==> src/rtl/dac_pkg.sv <==
// Shared definitions for the MCP4911-class DAC SPI transmitter: frame layout,
// sizes and the transmitter state encoding.
package dac_pkg;

    localparam int FRAME_W = 16;
    localparam int DATA_W  = 10;

    // Frame bit positions; bit 15 is always 0 (write to DAC A).
    localparam int BIT_BUF    = 14;
    localparam int BIT_GA_N   = 13;
    localparam int BIT_SHDN_N = 12;
    localparam int DATA_LSB   = 2;

    typedef enum logic [1:0] {
        IDLE  = 2'd0,
        SHIFT = 2'd1,
        LATCH = 2'd2
    } state_t;

    function automatic logic [FRAME_W-1:0] build_frame(
        input logic              buf_en,
        input logic              ga_n,
        input logic              shdn_n,
        input logic [DATA_W-1:0] data
    );
        logic [FRAME_W-1:0] f;
        f                      = '0;
        f[BIT_BUF]             = buf_en;
        f[BIT_GA_N]            = ga_n;
        f[BIT_SHDN_N]          = shdn_n;
        f[DATA_LSB +: DATA_W]  = data;
        return f;
    endfunction

endpackage

==> src/rtl/dac_spi_tx_sck_tick_gen.sv <==
// Half-period tick generator: counts 0..CLK_DIV-1 while enabled and emits a
// registered one-cycle tick on each wrap. Disabling clears the count.
module sck_tick_gen #(
    parameter int CLK_DIV = 25
) (
    input  logic sysclk,
    input  logic rst_n,
    input  logic en,
    output logic tick
);

    localparam int            CW   = (CLK_DIV > 1) ? $clog2(CLK_DIV) : 1;
    localparam logic [CW-1:0] LAST = CW'(CLK_DIV - 1);

    logic [CW-1:0] cnt_q, cnt_d;
    logic          tick_q, tick_d;
    logic          wrap;

    always_comb begin
        wrap   = (cnt_q == LAST);
        cnt_d  = '0;
        tick_d = 1'b0;
        if (en) begin
            cnt_d  = wrap ? '0 : cnt_q + 1'b1;
            tick_d = wrap;
        end
    end

    always_ff @(posedge sysclk or negedge rst_n) begin
        if (!rst_n) begin
            cnt_q  <= '0;
            tick_q <= 1'b0;
        end else begin
            cnt_q  <= cnt_d;
            tick_q <= tick_d;
        end
    end

    assign tick = tick_q;

endmodule

==> src/rtl/dac_spi_tx.sv <==
// Serialises 10-bit offset-binary samples into 16-bit SPI write frames for an
// MCP4911-class DAC, pulses LDAC after each frame, and buffers one pending sample.
module dac_spi_tx
    import dac_pkg::*;
#(
    parameter int   CLK_DIV    = 25,
    parameter logic CFG_BUF    = 1'b0,
    parameter logic CFG_GA_N   = 1'b1,
    parameter logic CFG_SHDN_N = 1'b1
) (
    input  logic              sysclk,
    input  logic              rst_n,
    input  logic              load,
    input  logic [DATA_W-1:0] data_in,
    output logic              dac_cs,
    output logic              dac_sck,
    output logic              dac_sdi,
    output logic              dac_ld,
    output logic              busy,
    output logic              overrun
);

    localparam int                 BC_W     = $clog2(FRAME_W);
    localparam logic [BC_W-1:0]    LAST_BIT = BC_W'(FRAME_W - 1);

    state_t              state_q, state_d;
    logic [FRAME_W-1:0]  shift_q, shift_d;
    logic [BC_W-1:0]     bit_cnt_q, bit_cnt_d;
    logic                pend_valid_q, pend_valid_d;
    logic [DATA_W-1:0]   pend_data_q, pend_data_d;
    logic                cs_q, cs_d;
    logic                sck_q, sck_d;
    logic                sdi_q, sdi_d;
    logic                ld_q, ld_d;
    logic                busy_q, busy_d;
    logic                overrun_q, overrun_d;

    logic                tick;
    logic                tick_en;
    logic [FRAME_W-1:0]  frame;

    assign tick_en = (state_q != IDLE);

    sck_tick_gen #(
        .CLK_DIV (CLK_DIV)
    ) u_tick (
        .sysclk (sysclk),
        .rst_n  (rst_n),
        .en     (tick_en),
        .tick   (tick)
    );

    always_comb begin
        state_d      = state_q;
        shift_d      = shift_q;
        bit_cnt_d    = bit_cnt_q;
        pend_valid_d = pend_valid_q;
        pend_data_d  = pend_data_q;
        cs_d         = cs_q;
        sck_d        = sck_q;
        sdi_d        = sdi_q;
        ld_d         = ld_q;
        busy_d       = busy_q;
        overrun_d    = overrun_q;
        frame        = build_frame(CFG_BUF, CFG_GA_N, CFG_SHDN_N,
                                   pend_valid_q ? pend_data_q : data_in);

        // A load during a frame or LDAC pulse only touches the pending slot.
        if (load && state_q != IDLE) begin
            pend_data_d  = data_in;
            pend_valid_d = 1'b1;
            if (pend_valid_q) begin
                overrun_d = 1'b1;
            end
        end

        case (state_q)
            IDLE: begin
                if (pend_valid_q || load) begin
                    shift_d      = frame;
                    cs_d         = 1'b0;
                    sdi_d        = frame[FRAME_W-1];
                    sck_d        = 1'b0;
                    busy_d       = 1'b1;
                    bit_cnt_d    = '0;
                    state_d      = SHIFT;
                    // The pending sample wins; a simultaneous load takes its slot.
                    pend_valid_d = pend_valid_q && load;
                    if (pend_valid_q && load) begin
                        pend_data_d = data_in;
                    end
                end
            end
            SHIFT: begin
                if (tick) begin
                    if (!sck_q) begin
                        sck_d = 1'b1;
                    end else begin
                        sck_d = 1'b0;
                        if (bit_cnt_q != LAST_BIT) begin
                            bit_cnt_d = bit_cnt_q + 1'b1;
                            shift_d   = {shift_q[FRAME_W-2:0], 1'b0};
                            sdi_d     = shift_q[FRAME_W-2];
                        end else begin
                            bit_cnt_d = '0;
                            cs_d      = 1'b1;
                            sdi_d     = 1'b0;
                            ld_d      = 1'b0;
                            state_d   = LATCH;
                        end
                    end
                end
            end
            LATCH: begin
                if (tick) begin
                    ld_d    = 1'b1;
                    busy_d  = pend_valid_d;
                    state_d = IDLE;
                end
            end
            default: begin
                state_d = IDLE;
            end
        endcase
    end

    always_ff @(posedge sysclk or negedge rst_n) begin
        if (!rst_n) begin
            state_q      <= IDLE;
            shift_q      <= '0;
            bit_cnt_q    <= '0;
            pend_valid_q <= 1'b0;
            pend_data_q  <= '0;
            cs_q         <= 1'b1;
            sck_q        <= 1'b0;
            sdi_q        <= 1'b0;
            ld_q         <= 1'b1;
            busy_q       <= 1'b0;
            overrun_q    <= 1'b0;
        end else begin
            state_q      <= state_d;
            shift_q      <= shift_d;
            bit_cnt_q    <= bit_cnt_d;
            pend_valid_q <= pend_valid_d;
            pend_data_q  <= pend_data_d;
            cs_q         <= cs_d;
            sck_q        <= sck_d;
            sdi_q        <= sdi_d;
            ld_q         <= ld_d;
            busy_q       <= busy_d;
            overrun_q    <= overrun_d;
        end
    end

    assign dac_cs  = cs_q;
    assign dac_sck = sck_q;
    assign dac_sdi = sdi_q;
    assign dac_ld  = ld_q;
    assign busy    = busy_q;
    assign overrun = overrun_q;

endmodule

==> config.mk <==
export PLATFORM = sky130hd
export DESIGN_NAME = dac_spi_tx
export DESIGN_NICKNAME = d
export VERILOG_FILES = /design/src/rtl/dac_pkg.sv /design/src/rtl/dac_spi_tx_sck_tick_gen.sv /design/src/rtl/dac_spi_tx.sv
export SDC_FILE = /design/constraint.sdc
export NUM_CORES = 1
export LEC_CHECK = 0
export ABC_AREA = 0
export CELL_PAD_IN_SITES_DETAIL_PLACEMENT = 2
export CELL_PAD_IN_SITES_GLOBAL_PLACEMENT = 2
export CORE_ASPECT_RATIO = 2
export CORE_UTILIZATION = 38
export CTS_BUF_LIST = sky130_fd_sc_hd__clkbuf_8
export DETAILED_ROUTE_END_ITERATION = 10
export PLACE_DENSITY = 0.78
export RECOVER_POWER = 25
export SYNTH_ARGS = -nofsm -noshare
export SYNTH_HDL_FRONTEND = slang
export SYNTH_SLANG_ARGS = --single-unit
==> constraint.sdc <==
create_clock -name sysclk -period 2.11 [get_ports sysclk]
set_clock_uncertainty 0.15 [all_clocks]
set_input_delay 0.422 -clock sysclk [delete_from_list [all_inputs] [get_ports sysclk]]
set_output_delay 0.422 -clock sysclk [all_outputs]
set_load 0.1 [all_outputs]
==> results.cfg, run 1 <==
[run_status]
status = complete, no violations

[synthesis]
synthFlopType = dfrtp_1
synth_top_area_share_pct = 51.7
synthArstFlopShare_pct = 100
synth_fp_nets = 202
synth_area_leaders = dfrtp_1 52%, mux2_2 6.4%, o21ai_0 5.2%
ys_top_cells_by_count = 40 x dfrtp_1, 25 x nand2_1, 21 x nor2_1
syn-cell-area_um2 = 1930
yosysTopAreaCell = dfrtp_1
synth_edf_count = 0
ys_types = 31
ys_seq_area_share_pct = 54.5
syn-instance-count = 186
synth_area_per_cell_um2 = 10.4
ys_seq_elements = 42
yosysWarnings = 0
synth.most_common_cell = dfrtp_1

[finish]
nets = 229
antennaDiodeCount = 0
drive_gt1_share_pct = 18.7
final_area_um2 = 2360
syn_to_final_growth_pct = 21.9

[global_routing]
grt.overflow.total = 0
grt_antenna_before_repair = 0
grt_max_degree = 23
gr-usage-all-layers_pct = 20.3
grt_pass1_vias = 1739
grt_pass1_wl_mm = 7.93

[drt]
first_pass_iters = 4
drc = 0
ant_nets = 0
wirelength_mm = 4.77
wl_per_cell_um = 17.6
drt-vias-per-instance = 5.39
drtIter0Drc = 10
vias = 1461

[clock_network]
path_clk_slew_ns = 0.08
clock_latency_ns = 0.30
cts-root-buf = clkbuf_8
cts_made_buffers = 5
clock_sink_count = 42
htreeDepth = 2
cts_hold_buf = 1
cts_tree = built
clockBufferDepth = 2
cts_resized = 0
postCtsSetupBuffers = 0

[placed_design]
pre_cts_slack_ns = -0.0606
placed_area_um2 = 2270
hpwl_mm = 3.71
numPortBuffers = 18
gp_congestion = 0.819

[pwr]
power.switching_mw = 0.338
p_seq_share_pct = 58.0
power_mw = 1.45
power_density_nw_per_um2 = 613
p_int_mw = 1.11
leakagePower_nw = 1.05
clockPowerShare_pct = 34.6
p_comb_share_pct = 7.4
ir_drop_mv = 0.493
switching_share_pct = 23.4

[floorplan]
die_w_um = 52.5
rows = 36
design.die.area_um2 = 5400
start_util_pct = 39.8
die_h_um = 103
io_pins = 19
core_area_um2 = 4860

[sta]
min_period_ns = 1.82
slew-limit-headroom_pct = 61.5
worst_pin_slew_ns = 0.577
fin_crit_sh_pct = 86.3
max_freq_mhz = 549
maxSlewViolCount = 0
finalHoldViolCount = 0
rsz0062_at_grt = false
setup_tns_ns = 0
setup_slack_ns = 0.290
finalSetupViolations = 0

[critical_path]
cp.required_ns = 2.17
cp-start-kind = primary input
path_max_fanout = 5
path_class = in -> reg
arrival_ns = 1.88
critPathCaptureType = flip-flop

[min_path]
min_path_type = reg -> reg

[job]
drv_cap = 0
## stage by stage
step	instances	utilization, %	hold WS [ns]
2_1_floorplan	186	-	-0.0236
3_3_place_gp	262	46.6	0.273
3_5_place_dp	262	46.6	0.275
4_1_cts	271	48.5	0.335
5_1_grt	271	48.5	0.372
6_report	271	48.5	0.332
## final timing paths
kind	start	endpoint	slack (ns)	cells past startpoint
worst max-delay path	load	shift_q[13]	0.29	6
worst min-delay path	overrun	overrun	0.33	1
worst max register to register	state_q[1]	shift_q[12]	0.31	4
worst min register to register	overrun	overrun	0.33	1
max in group asynchronous	rst_n	dac_cs	0.72	3
min in group asynchronous	rst_n	u_tick.cnt_q[4]	0.49	2
## logic make-up (layout without fill, tap and decap cells)
logic type               Yosys count  count (layout)  synth area share (%)
AND/OR/NAND/NOR                   63              63                  14.3
multiplexers                      20              20                  11.1
AO/OA/AOI/OAI                     42              42                  12.9
XOR/XNOR                           3               3                  1.36
flip-flops                        42              42                  54.5
adder cells (fa/ha/maj)            4               4                  2.46
buffers and inverters             12              40                  3.43
## per-layer routing
layer	vias up	routed length [um]	part of all wire (%)	track usage [%]
met1	755	1670	35	18.8
met2	17	2960	62	41.4
met5	-	0	0	0
li1	685	-	-	-
met3	4	80	1.7	3.39
met4	0	59	1.2	7.09
## critical path, stage by stage
cell and delay, ns:
clkdlybuf4s50_1 0.56, or2_0 0.34, buf_4 0.19, and2_1 0.15, nor2_1 0.05, o21ai_0 0.17
## state kept, by name, indices dropped and copies added, names as in the netlist
name / flops
dac_sdi: 1
overrun: 1
dac_ld: 1
u_tick.cnt_q: 5
pend_valid_q: 1
bit_cnt_q: 4
state_q: 2
busy: 1
dac_sck: 1
pend_data_q: 10
u_tick.tick: 1
shift_q: 13
dac_cs: 1
## placed cells by master (no fill, tap or decap), types with 2 or more instances in the layout
| cell type | n |
|---|---|
| clkinv_2 | 2 |
| inv_1 | 6 |
| nand2b_1 | 2 |
| buf_12 | 7 |
| nand3_1 | 7 |
| dfrtp_1 | 40 |
| a21oi_1 | 14 |
| ha_1 | 3 |
| nand2_1 | 25 |
| o21ai_0 | 20 |
| clkdlybuf4s50_1 | 11 |
| o21ai_2 | 2 |
| nor2b_1 | 2 |
| xor2_1 | 2 |
| dfstp_2 | 2 |
| nor2_1 | 21 |
| mux2i_1 | 9 |
| buf_4 | 7 |
| clkbuf_8 | 5 |
| mux2_2 | 11 |
## layout make-up
type / instances / area, um^2
clock inverters: 3 / 13.8
multi-input cells: 132 / 815
flip-flops and latches: 42 / 1050
inverters: 5 / 18.8
well taps: 57 / 71.3
fillers: 512 / 2510
clock buffers: 5 / 68.8
repair buffers: 27 / 318
## power by group through the flow
stage | clock network, mW | logic [mW] | registers, mW
after floorplan | 0 | 0.0371 | 0.862
after global placement | 0 | 0.105 | 0.852
after detailed placement | 0 | 0.108 | 0.855
after CTS | 0.527 | 0.110 | 0.839
after global routing | 0.555 | 0.118 | 0.841
final | 0.501 | 0.107 | 0.838
Power figures use the tool's default switching activity.
==> run 2: changes to the inputs <==
CTS_CLUSTER_DIAMETER = 60   (was unset)
SLEW_MARGIN = 5   (was unset)
==> results of run 2 <==
No change in the layout: final DEF, timing and power equal those of run 1.
